<file path="src/rtl/cv32e40p_pmp_unit.sv">
// ==========================================================================
// cv32e40p_pmp_unit : RISC-V PMP checker, registered instr/data ports | rev 1.0
// ==========================================================================
`default_nettype none

module cv32e40p_pmp_unit #(
  parameter int unsigned PMP_NUM_REGIONS = 4
) (
  input  logic        clk,
  input  logic        rst_n,
  input  logic [3:0]  csr_idx_i,
  input  logic        csr_cfg_we_i,
  input  logic [7:0]  csr_cfg_i,
  input  logic        csr_addr_we_i,
  input  logic [31:0] csr_addr_i,
  output logic [7:0]  csr_cfg_o,
  output logic [31:0] csr_addr_o,
  input  logic        priv_m_i,
  input  logic        instr_req_i,
  input  logic [31:0] instr_addr_i,
  output logic        instr_valid_o,
  output logic        instr_access_o,
  input  logic        data_req_i,
  input  logic [31:0] data_addr_i,
  input  logic        data_we_i,
  output logic        data_valid_o,
  output logic        data_access_o,
  output logic        fault_o,
  output logic [31:0] fault_addr_o,
  output logic        fault_is_instr_o,
  input  logic        fault_clr_i
);

  localparam logic [1:0] c_A_OFF   = 2'd0;
  localparam logic [1:0] c_A_TOR   = 2'd1;
  localparam logic [1:0] c_A_NA4   = 2'd2;
  localparam logic [1:0] c_A_NAPOT = 2'd3;

  logic [7:0]  r_cfg  [PMP_NUM_REGIONS];
  logic [31:0] r_addr [PMP_NUM_REGIONS];
  logic [31:0] w_lo   [PMP_NUM_REGIONS];

  logic [PMP_NUM_REGIONS-1:0] w_cfg_wen;
  logic [PMP_NUM_REGIONS-1:0] w_addr_wen;
  logic [PMP_NUM_REGIONS-1:0] w_tor_lock;
  logic [PMP_NUM_REGIONS-1:0] w_tor_lock_nxt;

  logic [31:0] w_ia;
  logic [31:0] w_da;
  logic        w_i_allow;
  logic        w_d_allow;
  logic        w_i_deny;
  logic        w_d_deny;
  logic        w_unused;

  logic        r_i_valid;
  logic        r_i_access;
  logic        r_d_valid;
  logic        r_d_access;
  logic        r_fault;
  logic [31:0] r_fault_addr;
  logic        r_fault_is_instr;

  // Region addresses are word granular: compare pmpaddr against addr[31:2].
  assign w_ia     = {2'b00, instr_addr_i[31:2]};
  assign w_da     = {2'b00, data_addr_i[31:2]};
  assign w_unused = ^{instr_addr_i[1:0], data_addr_i[1:0], csr_cfg_i[6:5]};

  // p ^ (p+1) sets bits [k:0] where k is the trailing-ones count; all-ones gives a full mask.
  function automatic logic f_match(input logic [1:0]  mode,
                                   input logic [31:0] lo,
                                   input logic [31:0] hi,
                                   input logic [31:0] a);
    logic [31:0] mask;
    mask = hi ^ (hi + 32'd1);
    case (mode)
      c_A_TOR:   f_match = (a >= lo) && (a < hi);
      c_A_NA4:   f_match = (a == hi);
      c_A_NAPOT: f_match = ((a ^ hi) & ~mask) == 32'd0;
      c_A_OFF:   f_match = 1'b0;
      default:   f_match = 1'b0;
    endcase
  endfunction

  function automatic logic [7:0] f_sanitize(input logic [7:0] d);
    logic [7:0] s;
    s    = {d[7], 2'b00, d[4:0]};
    s[1] = d[1] & d[0];
    return s;
  endfunction

  always_comb begin
    w_lo[0] = '0;
    for (int i = 1; i < int'(PMP_NUM_REGIONS); i++) begin
      w_lo[i] = r_addr[i-1];
    end
  end

  always_comb begin
    for (int i = 0; i < int'(PMP_NUM_REGIONS); i++) begin
      w_tor_lock[i] = r_cfg[i][7] && (r_cfg[i][4:3] == c_A_TOR);
    end
  end

  assign w_tor_lock_nxt = w_tor_lock >> 1;

  // A locked TOR region also freezes the pmpaddr below it, since that is its lower bound.
  always_comb begin
    for (int i = 0; i < int'(PMP_NUM_REGIONS); i++) begin
      w_cfg_wen[i]  = csr_cfg_we_i && (csr_idx_i == 4'(i)) && !r_cfg[i][7];
      w_addr_wen[i] = csr_addr_we_i && (csr_idx_i == 4'(i)) && !r_cfg[i][7]
                      && !w_tor_lock_nxt[i];
    end
  end

  always_ff @(posedge clk or negedge rst_n) begin
    if (!rst_n) begin
      for (int i = 0; i < int'(PMP_NUM_REGIONS); i++) begin
        r_cfg[i]  <= '0;
        r_addr[i] <= '0;
      end
    end else begin
      for (int i = 0; i < int'(PMP_NUM_REGIONS); i++) begin
        if (w_cfg_wen[i])  r_cfg[i]  <= f_sanitize(csr_cfg_i);
        if (w_addr_wen[i]) r_addr[i] <= csr_addr_i;
      end
    end
  end

  always_comb begin
    csr_cfg_o  = '0;
    csr_addr_o = '0;
    for (int i = 0; i < int'(PMP_NUM_REGIONS); i++) begin
      if (csr_idx_i == 4'(i)) begin
        csr_cfg_o  = r_cfg[i];
        csr_addr_o = r_addr[i];
      end
    end
  end

  // Walk from the top so the lowest-indexed match is the last assignment and wins.
  always_comb begin
    w_i_allow = priv_m_i;
    w_d_allow = priv_m_i;
    for (int i = int'(PMP_NUM_REGIONS) - 1; i >= 0; i--) begin
      if (f_match(r_cfg[i][4:3], w_lo[i], r_addr[i], w_ia)) begin
        w_i_allow = (priv_m_i && !r_cfg[i][7]) || r_cfg[i][2];
      end
      if (f_match(r_cfg[i][4:3], w_lo[i], r_addr[i], w_da)) begin
        w_d_allow = (priv_m_i && !r_cfg[i][7]) ||
                    (data_we_i ? r_cfg[i][1] : r_cfg[i][0]);
      end
    end
  end

  assign w_i_deny = instr_req_i && !w_i_allow;
  assign w_d_deny = data_req_i && !w_d_allow;

  always_ff @(posedge clk or negedge rst_n) begin
    if (!rst_n) begin
      r_i_valid  <= 1'b0;
      r_i_access <= 1'b0;
      r_d_valid  <= 1'b0;
      r_d_access <= 1'b0;
    end else begin
      r_i_valid  <= instr_req_i;
      r_i_access <= instr_req_i && w_i_allow;
      r_d_valid  <= data_req_i;
      r_d_access <= data_req_i && w_d_allow;
    end
  end

  // A new denial beats a same-cycle clear; the instruction side wins a tie.
  always_ff @(posedge clk or negedge rst_n) begin
    if (!rst_n) begin
      r_fault          <= 1'b0;
      r_fault_addr     <= '0;
      r_fault_is_instr <= 1'b0;
    end else if ((!r_fault || fault_clr_i) && (w_i_deny || w_d_deny)) begin
      r_fault          <= 1'b1;
      r_fault_addr     <= w_i_deny ? instr_addr_i : data_addr_i;
      r_fault_is_instr <= w_i_deny;
    end else if (fault_clr_i) begin
      r_fault          <= 1'b0;
    end
  end

  assign instr_valid_o    = r_i_valid;
  assign instr_access_o   = r_i_access;
  assign data_valid_o     = r_d_valid;
  assign data_access_o    = r_d_access;
  assign fault_o          = r_fault;
  assign fault_addr_o     = r_fault_addr;
  assign fault_is_instr_o = r_fault_is_instr;

endmodule

`default_nettype wire

</file>
<file path="config.mk">
export PLATFORM = sky130hd
export DESIGN_NAME = cv32e40p_pmp_unit
export DESIGN_NICKNAME = d
export VERILOG_FILES = /design/src/rtl/cv32e40p_pmp_unit.sv
export SDC_FILE = /design/constraint.sdc
export NUM_CORES = 1
export LEC_CHECK = 0
export BUFFER_PORTS_ARGS = -buffer_cell sky130_fd_sc_hd__buf_2
export CORE_ASPECT_RATIO = 1.1
export CORE_UTILIZATION = 35
export CTS_BUF_LIST = sky130_fd_sc_hd__clkbuf_16
export CTS_CLUSTER_SIZE = 25
export DETAILED_ROUTE_END_ITERATION = 6
export PLACE_DENSITY = 0.62
export SLEW_MARGIN = 20
export SYNTH_ARGS = -nofsm -noshare
export SYNTH_HDL_FRONTEND = slang
export SYNTH_SLANG_ARGS = --single-unit
</file>
<file path="constraint.sdc">
create_clock -name clk -period 6.6 [get_ports clk]
set_clock_uncertainty 0.1 [all_clocks]
set_input_delay 0.66 -clock clk [delete_from_list [all_inputs] [get_ports clk]]
set_output_delay 0.66 -clock clk [all_outputs]
set_load 0.05 [all_outputs]
</file>
; After elaboration in Yosys (flattened, before gate mapping)
; Index checks and enable logic that the tools add are counted.
[word_totals]
reg_bits = 190
latch_bits = 0
ram_bits = 0
rom_bits = 0
in_bits = 117
out_inout_bits = 78
wordCells = 187
memories = 0
[op_classes]
add_sub_neg = 4
n_mul = 0
div = 0
magnitude_cmp = 16
eq_ne = 23
shift = 0
muxes = 31
bitwise = 25
reduce_logical = 73
[op_table]
columns = cell, n
row1 = $and A32 B32 Y32, 8
row2 = $eq A30 B32 Y1, 8
row3 = $logic_not A32 Y1, 8
row4 = $lt A30 B32 Y1, 8
row5 = $xor A30 B32 Y32, 8
row6 = $ge A30 B32 Y1, 6
row7 = $mux W32, 5
row8 = $add A32 B1 Y32 const B, 4
row9 = $not A32 Y32, 4
row10 = $xor A32 B32 Y32, 4
row11 = $ge A30 B1 Y1 const B, 2
row12 = $logic_and A1 B1 Y1, 39
row13 = $mux W8, 4
row14 = $pmux W1 S4, 8
row15 = $eq A2 B2 Y1 const B, 8
row16 = $mux W1, 14
row17 = $logic_not A1 Y1, 10
row18 = $logic_or A1 B1 Y1, 10
row19 = $eq A2 B1 Y1 const B, 4
row20 = $eq A4 B2 Y1 const B, 2
row21 = $logic_not A2 Y1, 4
row22 = $eq A4 B1 Y1 const B, 1
row23 = $logic_not A4 Y1, 1
row24 = $reduce_bool A2 Y1, 1
row25 = $and A1 B1 Y1, 1

; Longest topological paths before layout
; Gate-level depths: netlist of run 1.
[depth]
word_depth = 15
depth_mapped = 15
depth_no_buf = 13

; Worst setup path before layout of run 1
; No wires, ideal clock.
[synth_timing]
path_kind = input port to flip-flop
from = input instr_addr_i[29]
to = register r_fault_addr[12] (netlist: fault_addr_o[12])
setup_time_ns = 0.111
arrival_ns = 3.972
t_required_ns = 6.389
setup_slack_ns = 2.417
cell_stages = 13
n_path_buf = 1
path_cell_list = ha_1 -> nor2_1 -> or4_1 -> or4_1 -> or4_1 -> nor4_1 -> a32oi_1 -> a221oi_2 -> a41oi_1 -> a211oi_2 -> o21ba_2 -> buf_6 -> a222oi_1
[synth_between]
elab_chain_cells = 12
elab_cells_between_ends = 41
classes_between = order compare: 8 / eq/ne: 4 / mux: 9 / bitwise: 8 / reduce/logical: 12
[synth_rtl]
columns = element, line
row1 = "start, declared", 20  ; input logic [31:0] instr_addr_i,
row2 = "parallel branches: the longest is 7 deep, another holds $ge A30 B32 Y1", --
row3 = $mux W1 *, 146  ; if (f_match(r_cfg[i][4:3], w_lo[i], r_addr[i], w_ia)) begin
row4 = $logic_not A1 Y1 *, 156  ; assign w_i_deny = instr_req_i && !w_i_allow;
row5 = $logic_and A1 B1 Y1 *, 156
row6 = $logic_or A1 B1 Y1, 179  ; end else if ((!r_fault || fault_clr_i) && (w_i_deny || w_d_deny)) begin
row7 = $logic_and A1 B1 Y1, 179
row8 = "end signal, assigned", 181  ; r_fault_addr <= w_i_deny ? instr_addr_i : data_addr_i;
row9 = "end, declared", 61  ; logic [31:0] r_fault_addr;
; Mark *: on every way between the ends.
; A chain may end at the register's enable or synchronous reset.

; Worst setup path in the final report of run 1
[layout_timing]
from = register r_addr[20] (netlist name)
to = register r_fault_addr[25] (netlist: fault_addr_o[25])
[layout_between]
elab_chain_cells = 14
elab_cells_between_ends = 32
classes_between = add/sub: 1 / order compare: 2 / eq/ne: 2 / mux: 11 / bitwise: 6 / reduce/logical: 10
[layout_rtl]
columns = element, line
row1 = "start, declared", 40  ; logic [31:0] r_addr [PMP_NUM_REGIONS];
row2 = "start signal, assigned by index", 125  ; if (w_addr_wen[i]) r_addr[i] <= csr_addr_i;
row3 = $add A32 B1 Y32, 75  ; mask = hi ^ (hi + 32'd1);
row4 = $xor A32 B32 Y32, 75
row5 = $not A32 Y32, 79  ; c_A_NAPOT: f_match = ((a ^ hi) & ~mask) == 32'd0;
row6 = $and A32 B32 Y32, 79
row7 = $logic_not A32 Y1, 79
row8 = $pmux W1 S4, 76  ; case (mode)
row9 = "$mux W1, on equally long branches (4 in series)", "146, 149"
row10 = "$logic_not A1 Y1, on equally long branches", "156, 157"
row11 = "$logic_and A1 B1 Y1, on equally long branches", "156, 157"
row12 = $logic_or A1 B1 Y1, 179
row13 = $logic_and A1 B1 Y1, 179
; Several ways; a longest one is shown, not always the timed one.

==> metrics.cfg, run 1 <==
[status]
status = finished clean

[setup_path]
crit_path_end_kind = flop
reg2reg_depth = 14
start_kind = flop
cp_data_arrival_time_ns = 5.30
path_class = reg2reg
critPathMaxFanout = 32
r2r_setup_slack_ns = 1.56
critPathRequiredTime_ns = 6.86
r2r-start = r_addr[20]$_DFFE_PN0P_
reg2reg_to = fault_addr_o[25]$_DFFE_PN0P_

[drt]
ant_nets = 0
dr_wl_met2_um = 35770
drt_pass1_iterations = 7
drt_iter0_drc = 1986
drc = 0
vias = 17754
wl_per_cell_um = 27.53
top_layer = met4
drt-vias-per-instance = 6.243
drt-total-wl_um = 78290
wl_met1_um = 33010
wl_met3_um = 5015

[final_layout]
final_area_sq_um = 19850
final-seq-area_sq_um = 4755
layout-drive-gt1-share_pct = 19.66
fin_nets = 2540
final_common_cell = ha_1
most-common-layout-cells = ha_1, inv_1, dfrtp_1
diodes = 0
multiInputGateArea_sq_um = 11590
fin_cells = 2844
area_growth_pct = 13.36
num-fill-cells = 5087

[timing]
finalWorstSetupSlack_ns = 1.562
worst_pin_slew_ns = 1.111
finalSetupViolCount = 0
maxSlewViolCount = 0
max_freq_ghz = 0.1985
slew_headroom_pct = 25.22
setup-tns-final_ns = 0
hold_viol_final = 0
period_needed_ns = 5.038
fin_crit_sh_pct = 76.33
rsz0062_at_grt = false

[clock_tree]
clock-sinks = 190
clock_latency_ns = 0.51
numCtsBuffers = 17
cts.clk_slew.worst_paths_ns = 0.07
cts_max_level = 4
cts_buffer_depth = 2
postCtsHoldBufs = 0
cts_resized = 0
post_cts_buffers = 0
cts_tree = yes
cts-root-buf = clkbuf_16

[synthesis]
synth-edff-count = 0
synth_area_leaders = dfrtp_1, ha_1, mux2_2
netlist_area_sq_um = 17510
syn_area_per_cell_sq_um = 8.710
yosysTopAreaCell = dfrtp_1
synth_cell_type_count = 78
yosysTopAreaCellShare_pct = 27.16
synthCells = 2010
yosys_warnings = 0
synth_flop_cell = dfrtp_1
synth_seq_cells = 190
ys_seq_area_share_pct = 27.16
synthArstFlopShare_pct = 100.0

[floorplanning]
die_h_um = 236.6
core_sq_um = 49130
row_count = 85
io_pins = 195
die_w_um = 215.3
initial_core_util_pct = 35.63
dieArea_sq_um = 50920

[grt]
grt_start_max_net_pins = 117
grt_usage_pct = 30.60
grt_pass1_vias = 17365
overflow = 0
grt_pass1_wl_um = 113500
antenna_found_initial = 0

[placement]
portBuffers = 190
place_area_sq_um = 19290
dp_slack_ns = 1.438
place.gp.congestion = 1.019
dpl.hpwl_um = 64940
dpl.cell_count = 2812

[job]
maxCapViolCount = 0

[power_and_ir_drop]
powerDensity_nw_per_um2 = 149.7
p_sw_share_pct = 35.59
comb_power_share_pct = 24.1
peakVddDrop_mv = 0.1839
pwr-share-seq_pct = 41.0
intPower_mw = 1.913
clkPwrFrac_pct = 34.9
power_leakage_nw = 8.851
switchingPower_mw = 1.057

[hold_path]
hold_path_class = in2async

cells by family after synthesis:
logic type / synth area share (%)
AO/OA/AOI/OAI: 21.63
XOR/XNOR: 0.1501
adder cells (fa/ha/maj): 17.44
buffers and inverters: 6.932
flip-flops: 27.16
multiplexers: 10.07
other: 0.02142
AND/OR/NAND/NOR: 16.61
cell usage after synthesis, types with 5 or more instances:
master and number:
and2_1 9, or4_1 19, a211o_1 6, clkbuf_1 46
nor4_1 47, mux2_2 145, mux2i_1 13, nand3_1 49
a41oi_1 23, nor2_1 85, o211ai_1 19, or2_2 6
nand4_1 75, a222oi_1 32, a211oi_1 17, o21ai_0 58
a21o_1 20, inv_1 237, a221oi_1 14, nor2b_1 12
o21a_1 6, nand2b_1 9, dfrtp_1 190, or3_1 7
o2111ai_1 6, and3_1 17, nor4_2 5, buf_2 13
nand2_1 130, o22ai_1 20, a22oi_1 61, ha_1 244
a31oi_1 62, a21oi_1 162, a2111oi_0 5, nor3_1 41
o31ai_1 5, buf_1 8, and4_1 9
power by group through the flow:
stage | Clock (mW) | Combinational, mW | Sequential, mW
floorplan | 0 | 0.294 | 1.38
global placement | 0 | 0.702 | 1.24
detailed placement | 0 | 0.711 | 1.24
CTS | 1.06 | 0.713 | 1.22
global route | 1.10 | 0.774 | 1.22
finish | 1.04 | 0.717 | 1.22
flip-flops by register name, indices dropped and copies added, names as in the netlist:
signal,cells
instr_valid_o,1
r_cfg,24
fault_addr_o,32
data_access_o,1
instr_access_o,1
r_addr,128
data_valid_o,1
fault_is_instr_o,1
fault_o,1
critical path: stages (launching register included):
cell and delay [ns]:
dfrtp_1 0.51, inv_1 0.14, ha_1 0.35, a21oi_1 0.11
a2111oi_0 0.50, o221ai_1 0.22, nor4_1 0.48, o2111ai_1 0.18
nor3_1 0.45, mux2i_1 0.15, a41oi_1 0.72, a21oi_1 0.31
a211oi_4 0.33, buf_12 0.23, a222oi_1 0.10
layout make-up:
type                       instances  area share [%]
clock buffer                      17           2.143
tap                              652           4.110
timing repair buffer             222           6.235
multi-input combinational       1511           58.41
inverter                         237           4.482
clock inverter                    15          0.6619
sequential                       190           23.96
per-stage QoR:
stage                     hold slack, ns  power [mW]  utilization [%]
final                            0.03901       2.970            40.39
after global routing             0.08675       3.095            40.39
after CTS                        0.04396       2.993            40.39
after detailed placement          0.4059       1.953            39.26
after global placement            0.3887       1.943            39.26
after floorplan                   0.2644       1.671                -
how the worst max path moves through the flow:
stage	end	cells after the start	start
6_report	fault_addr_o[25]$_DFFE_PN0P_	14	r_addr[20]$_DFFE_PN0P_
5_1_grt	fault_addr_o[19]$_DFFE_PN0P_	14	r_addr[20]$_DFFE_PN0P_
4_1_cts	fault_addr_o[25]$_DFFE_PN0P_	14	r_addr[20]$_DFFE_PN0P_
3_5_place_dp	fault_addr_o[3]$_DFFE_PN0P_	14	instr_addr_i[22]
3_3_place_gp	fault_addr_o[26]$_DFFE_PN0P_	14	instr_addr_i[22]
2_1_floorplan	fault_addr_o[12]$_DFFE_PN0P_	13	instr_addr_i[29]
routing by layer:
metal / global-route usage [%] / up-vias
met3: 4.188 / 166
met2: 49.02 / 779
met4: 17.73 / 0
met1: 39.36 / 8774
li1: - / 8035
met5: 0 / -
(Power assumes the default switching activity.)
==> inputs of run 2 (changes only) <==
- clock period: 6.6 -> 4.7 ns (I/O delays scaled with it)
==> run 2 against run 1 <==
  * Die area unchanged
  * Clock-buffer cell count unchanged
  * Non-clock buffer count up 96
  * Largest cell class unchanged
==> metrics.cfg, run 2 (synthesis results as in run 1) <==
[power_and_ir_drop]
powerDensity_nw_per_um2 = 209.4  ; was 149.7 nW/um^2
pwr-share-seq_pct = 39.6  ; was 41.0%
clkPwrFrac_pct = 36.0  ; was 34.9%
intPower_mw = 2.772  ; was 1.913 mW
power_leakage_nw = 9.363  ; was 8.851 nW
peakVddDrop_mv = 0.2232  ; was 0.1839 mV
comb_power_share_pct = 24.4  ; was 24.1%
switchingPower_mw = 1.551  ; was 1.057 mW
fin_total_pwr_mw = 4.322  ; was 2.970 mW
p_sw_share_pct = 35.87  ; was 35.59%

[final_layout]
multiInputGateArea_sq_um = 11590  ; about the same
final_common_cell = ha_1  ; unchanged
largest_register = r_addr  ; unchanged
fin_nets = 2636  ; was 2,540
layout-drive-gt1-share_pct = 23.03  ; was 19.66%
fin_cells = 2940  ; was 2,844
final_area_sq_um = 20640  ; was 19,850 sq um
num-fill-cells = 5051  ; was 5,087
largest_reg_flops = 128  ; unchanged
final-seq-area_sq_um = 4757  ; was 4755 sq um
diodes = 0  ; unchanged
most-common-layout-cells = ha_1, inv_1, buf_2  ; was ha_1, inv_1, dfrtp_1
area_growth_pct = 17.89  ; was 13.36%

[timing]
period_needed_ns = 4.537  ; was 5.038 ns
setup-tns-final_ns = 0  ; unchanged
max_freq_ghz = 0.2204  ; was 0.1985 GHz
slew_headroom_pct = 34.02  ; was 25.22%
finalSetupViolCount = 0  ; unchanged
worst_pin_slew_ns = 0.9898  ; was 1.111 ns
maxSlewViolCount = 0  ; unchanged
fin_crit_sh_pct = 96.54  ; was 76.33%
hold_viol_final = 0  ; unchanged
rsz0062_at_grt = false  ; unchanged
finalWorstSetupSlack_ns = 0.1626  ; was 1.562 ns

[clock_tree]
cts_max_level = 4  ; unchanged
cts-root-buf = clkbuf_16  ; unchanged
cts.clk_slew.worst_paths_ns = 0.08  ; was 0.07 ns
post_cts_buffers = 0  ; unchanged
cts_buffer_depth = 2  ; unchanged
clock_latency_ns = 0.51  ; about the same
cts_tree = yes  ; unchanged
clock-sinks = 190  ; unchanged
numCtsBuffers = 17  ; unchanged

[drt]
top_layer = met5  ; was met4
ant_nets = 0  ; unchanged
drt-total-wl_um = 83370  ; was 78,290 um
wl_per_cell_um = 28.36  ; was 27.53 um
drt-vias-per-instance = 6.205  ; was 6.243
wl_met3_um = 6151  ; was 5015 um
drt_iter0_drc = 1941  ; was 1,986
wl_met1_um = 35680  ; was 33,010 um
vias = 18242  ; was 17,754
drc = 0  ; unchanged
dr_wl_met2_um = 37300  ; was 35,770 um
drt_pass1_iterations = 7  ; unchanged

[setup_path]
critical-path-max-stage-delay_ns = 0.58  ; was 0.72 ns
crit_chain = nand3_2 > nor4_4 > a41oi_1 > or4_1 > nor3_1 > a32oi_1 > a221oi_2 > a41oi_1 > buf_4 > a211oi_4 > o21ba_2 > buf_12 > a222oi_1  ; was inv_1 > ha_1 > a21oi_1 > a2111oi_0 > o221ai_1 > nor4_1 > o2111ai_1 > nor3_1 > mux2i_1 > a41oi_1 > a21oi_1 > a211oi_4 > buf_12 > a222oi_1
start_kind = flop  ; unchanged
cp_data_arrival_time_ns = 4.83  ; was 5.30 ns
crit_path_end_kind = flop  ; unchanged
cpMostUsedCell = a41oi_1  ; was a21oi_1
r2r_setup_slack_ns = 0.16  ; was 1.56 ns
cp_slowest_cell = nor4_4  ; was a41oi_1
critPathMaxFanout = 32  ; unchanged
path_class = reg2reg  ; unchanged
critPathRequiredTime_ns = 4.99  ; was 6.86 ns

[floorplanning]
row_count = 85  ; unchanged
io_pins = 195  ; unchanged
core_sq_um = 49130  ; unchanged
die_w_um = 215.3  ; unchanged
die_h_um = 236.6  ; unchanged
initial_core_util_pct = 35.63  ; unchanged
dieArea_sq_um = 50920  ; unchanged

[status]
status = finished clean  ; unchanged

[placement]
dp_slack_ns = 0.08105  ; was 1.438 ns
dpl.hpwl_um = 69890  ; was 64,940 um
dpl.cell_count = 2906  ; was 2,812
portBuffers = 190  ; unchanged
place.gp.congestion = 1.067  ; was 1.019
place_area_sq_um = 20020  ; was 19,290 sq um

[grt]
grt_start_max_net_pins = 118  ; was 117
overflow = 0  ; unchanged
antenna_found_initial = 1  ; was 0
grt_pass1_vias = 17814  ; was 17,365
grt_pass1_wl_um = 119600  ; was 113,500 um
grt_usage_pct = 32.52  ; was 30.60%

[hold_path]
hold_path_class = in2reg  ; was in2async

[job]
maxCapViolCount = 0  ; unchanged

[run 2: changes by cell type in the layout (fill, tap and decap cells not counted), moves of 2 or more]
cell,before,now
buf_12,3,5
buf_4,29,121
dfrtp_1,190,188
dfrtp_2,0,2
dlygate4sd3_1,0,2
[run 2: cell type report]
type	instances	share of cell area [%]
Inverter	237	4.310
Sequential cell	190	23.05
Clock buffer	17	2.061
Clock inverter	15	0.8365
Tap cell	652	3.952
Timing Repair Buffer	318	9.632
Multi-Input combinational cell	1511	56.16
[run 2: power groups by stage]
stage / registers, mW / logic [mW] / clock network [mW]
final: 1.71 / 1.05 / 1.56
after global routing: 1.72 / 1.13 / 1.65
after CTS: 1.71 / 1.04 / 1.59
after detailed placement: 1.74 / 1.04 / 0
after global placement: 1.74 / 1.03 / 0
after floorplan: 1.93 / 0.413 / 0
[run 2: worst paths after layout]
| kind | from | cells past startpoint | end |
|---|---|---|---|
| max in group asynchronous | rst_n | 3 | r_cfg[9]$_DFFE_PN0P_ |
| worst max register to register | r_addr[43]$_DFFE_PN0P_ | 13 | fault_addr_o[7]$_DFFE_PN0P_ |
| worst min register to register | r_cfg[25]$_DFFE_PN0P_ | 2 | r_cfg[25]$_DFFE_PN0P_ |
| min in group asynchronous | rst_n | 2 | fault_addr_o[24]$_DFFE_PN0P_ |
| worst min-delay path | instr_req_i | 1 | instr_valid_o$_DFF_PN0_ |
| worst max-delay path | r_addr[43]$_DFFE_PN0P_ | 13 | fault_addr_o[7]$_DFFE_PN0P_ |
[run 2: stage by stage]
step / hold WS (ns) / util (%)
2_1_floorplan: 0.07441 / -
3_3_place_gp: 0.3844 / 40.75
3_5_place_dp: 0.4050 / 40.75
4_1_cts: 0.005395 / 42.00
5_1_grt: 0.03137 / 42.01
6_report: 0.03779 / 42.01
[run 2: layer usage]
layer | vias to the layer above | GRT usage [%]
met5 | - | 0
met4 | 2 | 16.38
met3 | 158 | 5.613
met2 | 872 | 51.27
met1 | 9001 | 42.71
li1 | 8209 | -
[run 2: worst max-delay path, delay by kind of cell (launching register included)]
family          cells  cell delay (ns)
compound gates      7             1.57
buf+inv             2             0.38
flops               1             0.51
simple gates        4             1.82
[run 2: what timing repair did]
item / 4_1_cts / 5_1_grt
endpoints found under the hold margin: 74 / 0
setup endpoints to repair: 0 / 27
hold buffers: 2 / 0
gates resized for setup: 0 / 2
==> inputs of run 3 (changes only) <==
- REMOVE_ABC_BUFFERS: unset -> 1
==> run 3 against run 2 <==
  * The run now ends with design-rule violations left
  * Worst hold slack improved by 0.012 ns
  * Sequential power about the same
  * Clock power is 3% lower
  * Die area is the same
  * First-iteration DRC count increased by 1.2%
==> metrics.cfg, run 3 (synthesis results as in run 1) <==
[setup_path]
cp_slowest_cell = dfrtp_1  ; was nor4_4
crit_chain = nand4_1 > nor2_1 > buf_4 > nand4_1 > o31ai_1 > buf_4 > nand4_1 > nor4_2 > buf_4 > nor2_1 > nand4_1 > o311ai_1 > buf_4 > o21ba_2 > buf_12 > a222oi_1  ; was nand3_2 > nor4_4 > a41oi_1 > or4_1 > nor3_1 > a32oi_1 > a221oi_2 > a41oi_1 > buf_4 > a211oi_4 > o21ba_2 > buf_12 > a222oi_1
critPathMaxFanout = 18  ; was 32
crit_path_end_kind = flop  ; unchanged
cp_data_arrival_time_ns = 4.94  ; was 4.83 ns
path_class = reg2reg  ; unchanged
critPathRequiredTime_ns = 5.00  ; was 4.99 ns
critPathLaunch = r_addr[102]$_DFFE_PN0P_  ; was r_addr[43]$_DFFE_PN0P_
start_kind = flop  ; unchanged
r2r-start = r_addr[102]$_DFFE_PN0P_  ; was r_addr[43]$_DFFE_PN0P_
critical-path-max-stage-delay_ns = 0.66  ; was 0.58 ns

[drt]
drc = 14  ; was 0
ant_nets = 0  ; unchanged
drt_pass1_iterations = 7  ; unchanged
drt_iter0_drc = 1964  ; was 1,941
wl_per_cell_um = 29.76  ; was 28.36 um
drt-total-wl_um = 88430  ; was 83,370 um
drt-vias-per-instance = 6.318  ; was 6.205
vias = 18771  ; was 18,242

[grt]
grt_start_max_net_pins = 108  ; was 118
overflow = 0  ; unchanged
grt_usage_pct = 34.71  ; was 32.52%
antenna_found_initial = 2  ; was 1
grt_pass1_vias = 18484  ; was 17,814
grt_pass1_wl_um = 126900  ; was 119,600 um

[placement]
portBuffers = 190  ; unchanged
place_area_sq_um = 20260  ; was 20,020 sq um
dp_slack_ns = -0.3454  ; was 0.08105 ns
place.gp.congestion = 1.023  ; was 1.067
dpl.hpwl_um = 73450  ; was 69,890 um

[timing]
hold_viol_final = 0  ; unchanged
fin_crit_sh_pct = 98.67  ; was 96.54%
period_needed_ns = 4.637  ; was 4.537 ns
max_freq_ghz = 0.2156  ; was 0.2204 GHz
worst_pin_slew_ns = 0.7833  ; was 0.9898 ns
whs_ns = 0.04937  ; was 0.03779 ns
maxSlewViolCount = 0  ; unchanged
finalSetupViolCount = 0  ; unchanged
finalWorstSetupSlack_ns = 0.06259  ; was 0.1626 ns
setup-tns-final_ns = 0  ; unchanged
slew_headroom_pct = 47.78  ; was 34.02%

[final_layout]
most-common-layout-cells = ha_1, inv_1, buf_2  ; unchanged
final_common_cell = ha_1  ; unchanged
fin_nets = 2666  ; was 2,636
final_area_sq_um = 20940  ; was 20,640 sq um
largest_reg_flops = 128  ; unchanged
fin_util_pct = 42.62  ; was 42.01%
num-fill-cells = 5031  ; was 5,051
area_growth_pct = 19.60  ; was 17.89%
layout-drive-gt1-share_pct = 24.68  ; was 23.03%
largest_register = r_addr  ; unchanged

[clock_tree]
clock-sinks = 190  ; unchanged
cts_buffer_depth = 2  ; unchanged
numCtsBuffers = 17  ; unchanged
cts.clk_slew.worst_paths_ns = 0.08  ; about the same
cts_max_level = 4  ; unchanged
clock_latency_ns = 0.52  ; was 0.51 ns
cts-root-buf = clkbuf_16  ; unchanged
cts_tree = yes  ; unchanged

[floorplanning]
io_pins = 195  ; unchanged
row_count = 85  ; unchanged
initial_core_util_pct = 35.63  ; unchanged
dieArea_sq_um = 50920  ; unchanged
die_h_um = 236.6  ; unchanged
core_sq_um = 49130  ; unchanged
die_w_um = 215.3  ; unchanged

[power_and_ir_drop]
peakVddDrop_mv = 0.2596  ; was 0.2232 mV
powerDensity_nw_per_um2 = 205.6  ; was 209.4 nW/um^2
power_leakage_nw = 9.533  ; was 9.363 nW

[job]
maxCapViolCount = 0  ; unchanged

[status]
status = finished with violations  ; was finished clean
failed_checks = design-rule violations

[hold_path]
min_from = instr_req_i  ; unchanged
hold_path_class = in2reg  ; unchanged

## run 3: changes by cell type in the layout (fill, tap and decap cells not counted), sizes merged
cell,change
buf,+30
clkinvlp,+4
diode,+1
clkinv,-4
## run 3: area by class of cell
cell class              count  area, sq um  share of cell area [%]
multi-input cells        1511        11670                   55.73
clock inverters            15        153.9                  0.7350
clock buffers              17        425.4                   2.032
well taps                 652        815.8                   3.896
repair buffers            348         2226                   10.63
inverters                 237        889.6                   4.249
diodes                      1        2.502                 0.01195
flip-flops and latches    190         4757                   22.72
## run 3: critical path: cells and delay by family, from the launching register on
kind	cells	cell delay [ns]
and+or+nand+nor	7	1.47
DFF	1	0.66
buffers and inverters	5	1.01
AOI/OAI and AO/OA	4	1.25
## run 3: repair_timing
| item | CTS | global route |
|---|---|---|
| setup buffers | 0 | 1 |
| endpoints found under the setup margin | 32 | 32 |
| pin swaps | 0 | 3 |
| gates cloned | 0 | 0 |
| endpoints found under the hold margin | 84 | 0 |
| hold buffers | 2 | 0 |
| gates resized for setup | 3 | 12 |
## run 3: metrics by stage
stage,instances,total power [mW]
CTS,2969,4.330
floorplan,1938,2.334
global placement,2935,2.802
detailed placement,2935,2.810
global route,2970,4.485
finish,2971,4.305
## run 3: path summary, 6_finish.rpt
check / end / slack (ns) / depth (start not counted)
setup / recovery: fault_addr_o[26]$_DFFE_PN0P_ / 0.06 / 16
hold / removal: instr_valid_o$_DFF_PN0_ / 0.05 / 1
setup reg to reg: fault_addr_o[26]$_DFFE_PN0P_ / 0.06 / 16
hold reg to reg: r_cfg[25]$_DFFE_PN0P_ / 0.42 / 2
max in group asynchronous: fault_addr_o[26]$_DFFE_PN0P_ / 3.02 / 3
min in group asynchronous: r_addr[70]$_DFFE_PN0P_ / 0.43 / 2
## run 3: power breakdown
group | switching [mW] | internal (mW)
Combinational | 0.742 | 0.336
Sequential | 0.0312 | 1.69
Clock | 0.763 | 0.746
## run 3: per-layer routing
layer,up-vias,global-route usage [%],part of all wire [%]
met3,157,7.052,8.0
li1,8298,-,-
met1,9407,46.25,43
met2,907,53.99,44
met4,2,15.58,4.4
met5,-,0,0.010
